[src/rtl/clk_skew_pkg.sv]
// Shared helpers for the programmable skew delay line.
// Provides the latency-field width helper and the latency clamp function.
// No ports; imported by clk_skew_line and skew_line_chan.
package clk_skew_pkg;

    // Width of a latency field able to hold 0..max_dly.
    function automatic int unsigned dly_width(input int unsigned max_dly);
        return $clog2(max_dly + 1);
    endfunction

    // Force a requested latency into the legal range 1..max_dly.
    function automatic int unsigned clamp_dly(input int unsigned value, input int unsigned max_dly);
        if (value == 0) begin
            return 1;
        end
        if (value > max_dly) begin
            return max_dly;
        end
        return value;
    endfunction

endpackage

[src/rtl/skew_line_chan.sv]
// One lane of the skew line: delays a valid-qualified sample by cur_dly cycles (1..MAX_DLY).
// Latency cur_dly cycles, output always registered; never stalls, no backpressure.
// Ports: clk/rst, flush (drop in-flight samples), cur_dly (latency for this edge), in_valid/in_data, out_valid/out_data.
module skew_line_chan
    import clk_skew_pkg::*;
#(
    parameter  int WIDTH     = 1,
    parameter  int MAX_DLY   = 4,
    parameter  int HOLD_MODE = 1,
    localparam int DW        = dly_width(MAX_DLY)
) (
    input  logic             clk,
    input  logic             rst,
    input  logic             flush,
    input  logic [DW-1:0]    cur_dly,
    input  logic             in_valid,
    input  logic [WIDTH-1:0] in_data,
    output logic             out_valid,
    output logic [WIDTH-1:0] out_data
);

    // The output register is the last stage, so only MAX_DLY-1 shift stages
    // sit in front of it. A degenerate MAX_DLY of 1 keeps one unused stage.
    localparam int NST = (MAX_DLY > 1) ? MAX_DLY - 1 : 1;

    logic             st_vld_q [NST];
    logic [WIDTH-1:0] st_dat_q [NST];

    logic             tap_vld;
    logic [WIDTH-1:0] tap_dat;
    logic             out_vld_d, out_vld_q;
    logic [WIDTH-1:0] out_dat_d, out_dat_q;

    // Stage j holds a sample j+1 edges old, so latency d taps stage d-2;
    // latency 1 taps the input directly into the output register.
    always_comb begin
        tap_vld = in_valid;
        tap_dat = in_data;
        for (int j = 0; j < NST; j++) begin
            if (cur_dly == DW'(j + 2)) begin
                tap_vld = st_vld_q[j];
                tap_dat = st_dat_q[j];
            end
        end
        // A flush discards everything already in the stages; only a sample
        // presented on the flush edge under a new latency of 1 may pass.
        if (flush && (cur_dly != DW'(1))) begin
            tap_vld = 1'b0;
        end

        out_vld_d = tap_vld;
        if (tap_vld) begin
            out_dat_d = tap_dat;
        end else if (HOLD_MODE != 0) begin
            out_dat_d = out_dat_q;
        end else begin
            out_dat_d = '0;
        end
    end

    always_ff @(posedge clk or posedge rst) begin
        if (rst) begin
            for (int j = 0; j < NST; j++) begin
                st_vld_q[j] <= 1'b0;
                st_dat_q[j] <= '0;
            end
            out_vld_q <= 1'b0;
            out_dat_q <= '0;
        end else begin
            // First stage always accepts the current sample, even on a flush.
            st_vld_q[0] <= in_valid;
            if (in_valid) begin
                st_dat_q[0] <= in_data;
            end
            // Data only moves with a valid; bubbles leave stage data untouched.
            for (int j = 1; j < NST; j++) begin
                st_vld_q[j] <= flush ? 1'b0 : st_vld_q[j-1];
                if (st_vld_q[j-1]) begin
                    st_dat_q[j] <= st_dat_q[j-1];
                end
            end
            out_vld_q <= out_vld_d;
            out_dat_q <= out_dat_d;
        end
    end

    assign out_valid = out_vld_q;
    assign out_data  = out_dat_q;

endmodule

[src/rtl/clk_skew_line.sv]
// Multi-lane programmable skew line: CHANNELS independent WIDTH-bit lanes with shared latency 1..MAX_DLY.
// Latency cur_dly cycles, registered outputs; lanes never stall, a latency load flushes all lanes.
// Ports: clk/rst, in_valid/in_data, dly_load/dly_val (latency program), out_valid/out_data, cur_dly, busy (refill in progress).
module clk_skew_line
    import clk_skew_pkg::*;
#(
    parameter  int WIDTH     = 1,
    parameter  int CHANNELS  = 2,
    parameter  int MAX_DLY   = 4,
    parameter  int HOLD_MODE = 1,
    localparam int DW        = dly_width(MAX_DLY)
) (
    input  logic                      clk,
    input  logic                      rst,
    input  logic [CHANNELS-1:0]       in_valid,
    input  logic [CHANNELS*WIDTH-1:0] in_data,
    input  logic                      dly_load,
    input  logic [DW-1:0]             dly_val,
    output logic [CHANNELS-1:0]       out_valid,
    output logic [CHANNELS*WIDTH-1:0] out_data,
    output logic [DW-1:0]             cur_dly,
    output logic                      busy
);

    logic [DW-1:0] dly_new;
    logic [DW-1:0] dly_eff;
    logic [DW-1:0] cur_dly_d, cur_dly_q;
    logic [DW-1:0] busy_cnt_d, busy_cnt_q;

    always_comb begin
        dly_new = DW'(clamp_dly(32'(dly_val), MAX_DLY));
        // Samples on the load edge already travel under the new latency.
        dly_eff = dly_load ? dly_new : cur_dly_q;

        cur_dly_d  = cur_dly_q;
        busy_cnt_d = busy_cnt_q;
        if (dly_load) begin
            // New data first emerges d-1 edges after the load edge; a reload
            // restarts the count against the latest latency.
            cur_dly_d  = dly_new;
            busy_cnt_d = dly_new - DW'(1);
        end else if (busy_cnt_q != '0) begin
            busy_cnt_d = busy_cnt_q - DW'(1);
        end
    end

    always_ff @(posedge clk or posedge rst) begin
        if (rst) begin
            cur_dly_q  <= DW'(1);
            busy_cnt_q <= '0;
        end else begin
            cur_dly_q  <= cur_dly_d;
            busy_cnt_q <= busy_cnt_d;
        end
    end

    assign cur_dly = cur_dly_q;
    assign busy    = (busy_cnt_q != '0);

    for (genvar i = 0; i < CHANNELS; i++) begin : g_chan
        skew_line_chan #(
            .WIDTH     (WIDTH),
            .MAX_DLY   (MAX_DLY),
            .HOLD_MODE (HOLD_MODE)
        ) u_chan (
            .clk       (clk),
            .rst       (rst),
            .flush     (dly_load),
            .cur_dly   (dly_eff),
            .in_valid  (in_valid[i]),
            .in_data   (in_data[i*WIDTH +: WIDTH]),
            .out_valid (out_valid[i]),
            .out_data  (out_data[i*WIDTH +: WIDTH])
        );
    end

endmodule

[config.mk]
export PLATFORM = sky130hd
export DESIGN_NAME = clk_skew_line
export DESIGN_NICKNAME = d
export VERILOG_FILES = /design/src/rtl/clk_skew_pkg.sv /design/src/rtl/skew_line_chan.sv /design/src/rtl/clk_skew_line.sv
export SDC_FILE = /design/constraint.sdc
export NUM_CORES = 1
export LEC_CHECK = 0
export CORE_ASPECT_RATIO = 1.4
export CORE_MARGIN = 3
export CORE_UTILIZATION = 50
export CTS_CLUSTER_DIAMETER = 80
export CTS_CLUSTER_SIZE = 10
export DETAILED_ROUTE_END_ITERATION = 8
export HOLD_SLACK_MARGIN = 0.06
export PLACE_DENSITY = 0.79
export SETUP_SLACK_MARGIN = 0.05
export SYNTH_ARGS = -nofsm -noshare
export SYNTH_HDL_FRONTEND = slang
export SYNTH_SLANG_ARGS = --single-unit
[constraint.sdc]
create_clock -name clk -period 4.2 [get_ports clk]
set_clock_uncertainty 0.2 [all_clocks]
set_input_delay 0.42 -clock clk [delete_from_list [all_inputs] [get_ports clk]]
set_output_delay 0.42 -clock clk [all_outputs]
set_load 0.03 [all_outputs]
==> summary.txt <==
status = finished clean
vias = 750
data required time of the worst path = 4200 ps
setup TNS = 0 ps
gr usage total = 16.4%
Startpoint Class = input pin
RSZ-0062 raised after global routing = false
WP data arrival = 2510 ps
first-pass GRT wire length = 3.37 mm
gpl congestion = 0.867
routed wire length = 1.97 mm
crit path to = g_chan[1].u_chan.out_data
Tmin final = 2510 ps
CTS H-tree depth = 1
DPL Wire Length = 1.54 mm
die height = 61.4 um
Post-Syn Area = 1100 sq um
# rows = 19
I/O Buffers = 17
Pleak = 0.542 nW
max incr delay on CP = 770 ps
initial drt markers = 14
PD cells = 419 nW/um^2
post-synthesis mux area share = 9.93%
sequential power share = 50.6%
die footprint = 2800 sq um
switch share = 31.0%
die width = 45.6 um
Cells after Synth = 92
root buffer cell = clkbuf_4
post-synth cell types = 34
largest net degree at the start of global routing = 23
Peak VDD IR = 0.000270 V
synth warn = 0
I/O pin count = 18
Avg Cell Area, Syn = 11.9 sq um
Post-synth EDFFs = 0
Rel. slew slack = 45.1%
DR DRC count = 0
r2r setup slk = 2170 ps
vias in the first global route = 777
Syn-to-layout area delta = 15.9%
Via-to-Cell Ratio = 5.86
cells along the critical path = clkdlybuf4s50_1 -> and3b_1 -> nor2_4 -> o31ai_1 -> o221a_2 -> mux2_4
Post-CTS Hold Buffers = 0
post-synthesis compound-gate area fraction = 16.3%
share of post-route cells with drive strength above 1 = 19.6%
Synth Area in XOR/XNOR = 1.60%
Post-Synth Adder-Cell Area = 1.14%
Top FF cell, synth = dfrtp_1
Synth Net Count = 103
switching pwr = 0.000165 W
Nets = 119
diodes inserted = 0
Clk pwr share = 18.3%
cell depth of the worst flop-to-flop path = 5
Initial Util = 54.2%
measured slew at the worst slew-check pin = 823 ps
CTS sink count = 22
internal power component = 0.000367 W
worst hold path class = reg -> reg
Crit Path Category = in -> reg
Clock Latency Late Sink = 300 ps
grt total ovfl = 0
final hold viol count = 0
Hold WS = 324 ps
CP endpoint kind = flop
Core ar. = 2020 sq um
total power = 0.000532 W
post-synthesis sequential area ratio = 50.3%
combinational share of power = 31.0%
CP Launch Point = dly_load
register bit count reported by yosys = 22
fmax = 0.398 GHz
maximum capacitance violations = 0
wire length per cell = 15.4 um
period utilization = 59.8%
Clock Pin Slew Worst Setup and Hold Paths = 110 ps
TritonCTS clock tree = done
1st-pass router iterations = 4
worst r2r src = cur_dly[1]
# resized after CTS = 0
filler cell count = 175
slowest CP cell = clkdlybuf4s50_1
crit path max fanout = 16
FFs w/ async S/R, synth = 100%
reg-to-reg critical path endpoint = g_chan[1].u_chan.out_data
Setup violations, final = 0
initial antenna violation count = 0
simple-gate area share of the yosys netlist = 14.2%
Routed Antenna Nets = 0
CTS Buffer Depth = 2
main combinational cell family by area after synthesis = compound AO/OA/AOI/OAI gates
Pins Over Slew Limit = 0
setup bufs post-CTS = 0
cts bufs inserted = 3
## per-stage QoR
stage	util (%)	cells	worst slack, ps	cell area [sq um]
2_1_floorplan	-	92	2190	1100
3_3_place_gp	61.5	124	1460	1240
3_5_place_dp	61.5	124	1380	1240
4_1_cts	62.8	128	1710	1270
5_1_grt	62.8	128	1610	1270
6_report	62.8	128	1690	1270
## cell type report
type                    instances  area [sq um]  area share (%)
flip-flops and latches         22           552            43.4
multi-input cells              58           473            37.2
repair buffers                 17           170            13.4
clock buffers                   4          26.3            2.07
well taps                      21          26.3            2.07
inverters                       6          22.5            1.77
## logic make-up (layout without fill, tap and decap cells)
kind of cell    Yosys count  in the layout
compound gates           22             22
buf+inv                  12             27
flops                    22             22
fa+ha+maj                 1              1
simple gates             24             24
xor+xnor                  2              2
mux                       9              9
## routing by layer
| metal | global-route usage, % | part of all wire (%) | vias up |
|---|---|---|---|
| li1 | - | - | 358 |
| met1 | 19.7 | 43 | 367 |
| met2 | 28.7 | 52 | 21 |
| met3 | 2.34 | 3.7 | 4 |
| met4 | 7.11 | 0.91 | 0 |
| met5 | 0 | 0 | - |
## critical path, delay by kind of cell
family | cells | cell delay (ps)
AND/OR/NAND/NOR | 2 | 530
buffers and inverters | 1 | 770
multiplexers | 1 | 290
AO/OA/AOI/OAI | 2 | 490
## cells in the mapped netlist (2+ instances only)
master / n / share of area, %
inv_1: 5 / 1.7
o32a_1: 2 / 1.8
o21ai_0: 4 / 1.8
mux2_2: 7 / 7.2
a21oi_1: 7 / 3.2
dfrtp_1: 21 / 48
nor2b_1: 4 / 2.3
nor2_1: 5 / 1.7
nor3b_1: 3 / 2.1
o21ai_1: 2 / 0.91
and3_1: 2 / 1.1
buf_4: 5 / 3.4
mux2_4: 2 / 2.7
nand3_1: 3 / 1.4
## power by group through the flow
stage | logic (W) | clock network (W) | registers [W]
final | 0.000165 | 0.0000975 | 0.000270
after global routing | 0.000179 | 0.000109 | 0.000274
after global placement | 0.000162 | 0 | 0.000273
after detailed placement | 0.000166 | 0 | 0.000274
after floorplan | 0.000124 | 0 | 0.000272
after CTS | 0.000167 | 0.0000994 | 0.000270
## cells in the final DEF (no fill, tap or decap), types with 2 or more instances in the layout
cell             count
dfrtp_1             21
clkdlybuf4s50_1     17
mux2_2               7
a21oi_1              7
nor2_1               5
inv_1                5
nor2b_1              4
o21ai_0              4
nand3_1              3
nor3b_1              3
clkbuf_4             3
o21ai_1              2
and3_1               2
o32a_1               2
mux2_4               2
## state kept, by name, summed over array words and instances (netlist names)
register                 flops
g_chan.u_chan.out_valid      2
g_chan.u_chan.st_vld_q       6
g_chan.u_chan.st_dat_q       6
cur_dly                      3
g_chan.u_chan.out_data       2
busy_cnt_q                   3
## worst min path at each step
stage	start	slack, ps	cells past startpoint	endpoint
finish	g_chan[0].u_chan.out_data	320	1	g_chan[0].u_chan.out_data
floorplan	rst	210	1	busy_cnt_q[0]
global placement	g_chan[0].u_chan.out_data	300	1	g_chan[0].u_chan.out_data
global route	g_chan[1].u_chan.out_data	340	1	g_chan[1].u_chan.out_data
detailed placement	g_chan[1].u_chan.out_data	290	1	g_chan[1].u_chan.out_data
CTS	g_chan[1].u_chan.out_data	330	1	g_chan[1].u_chan.out_data
Power figures use the tool's default switching activity.
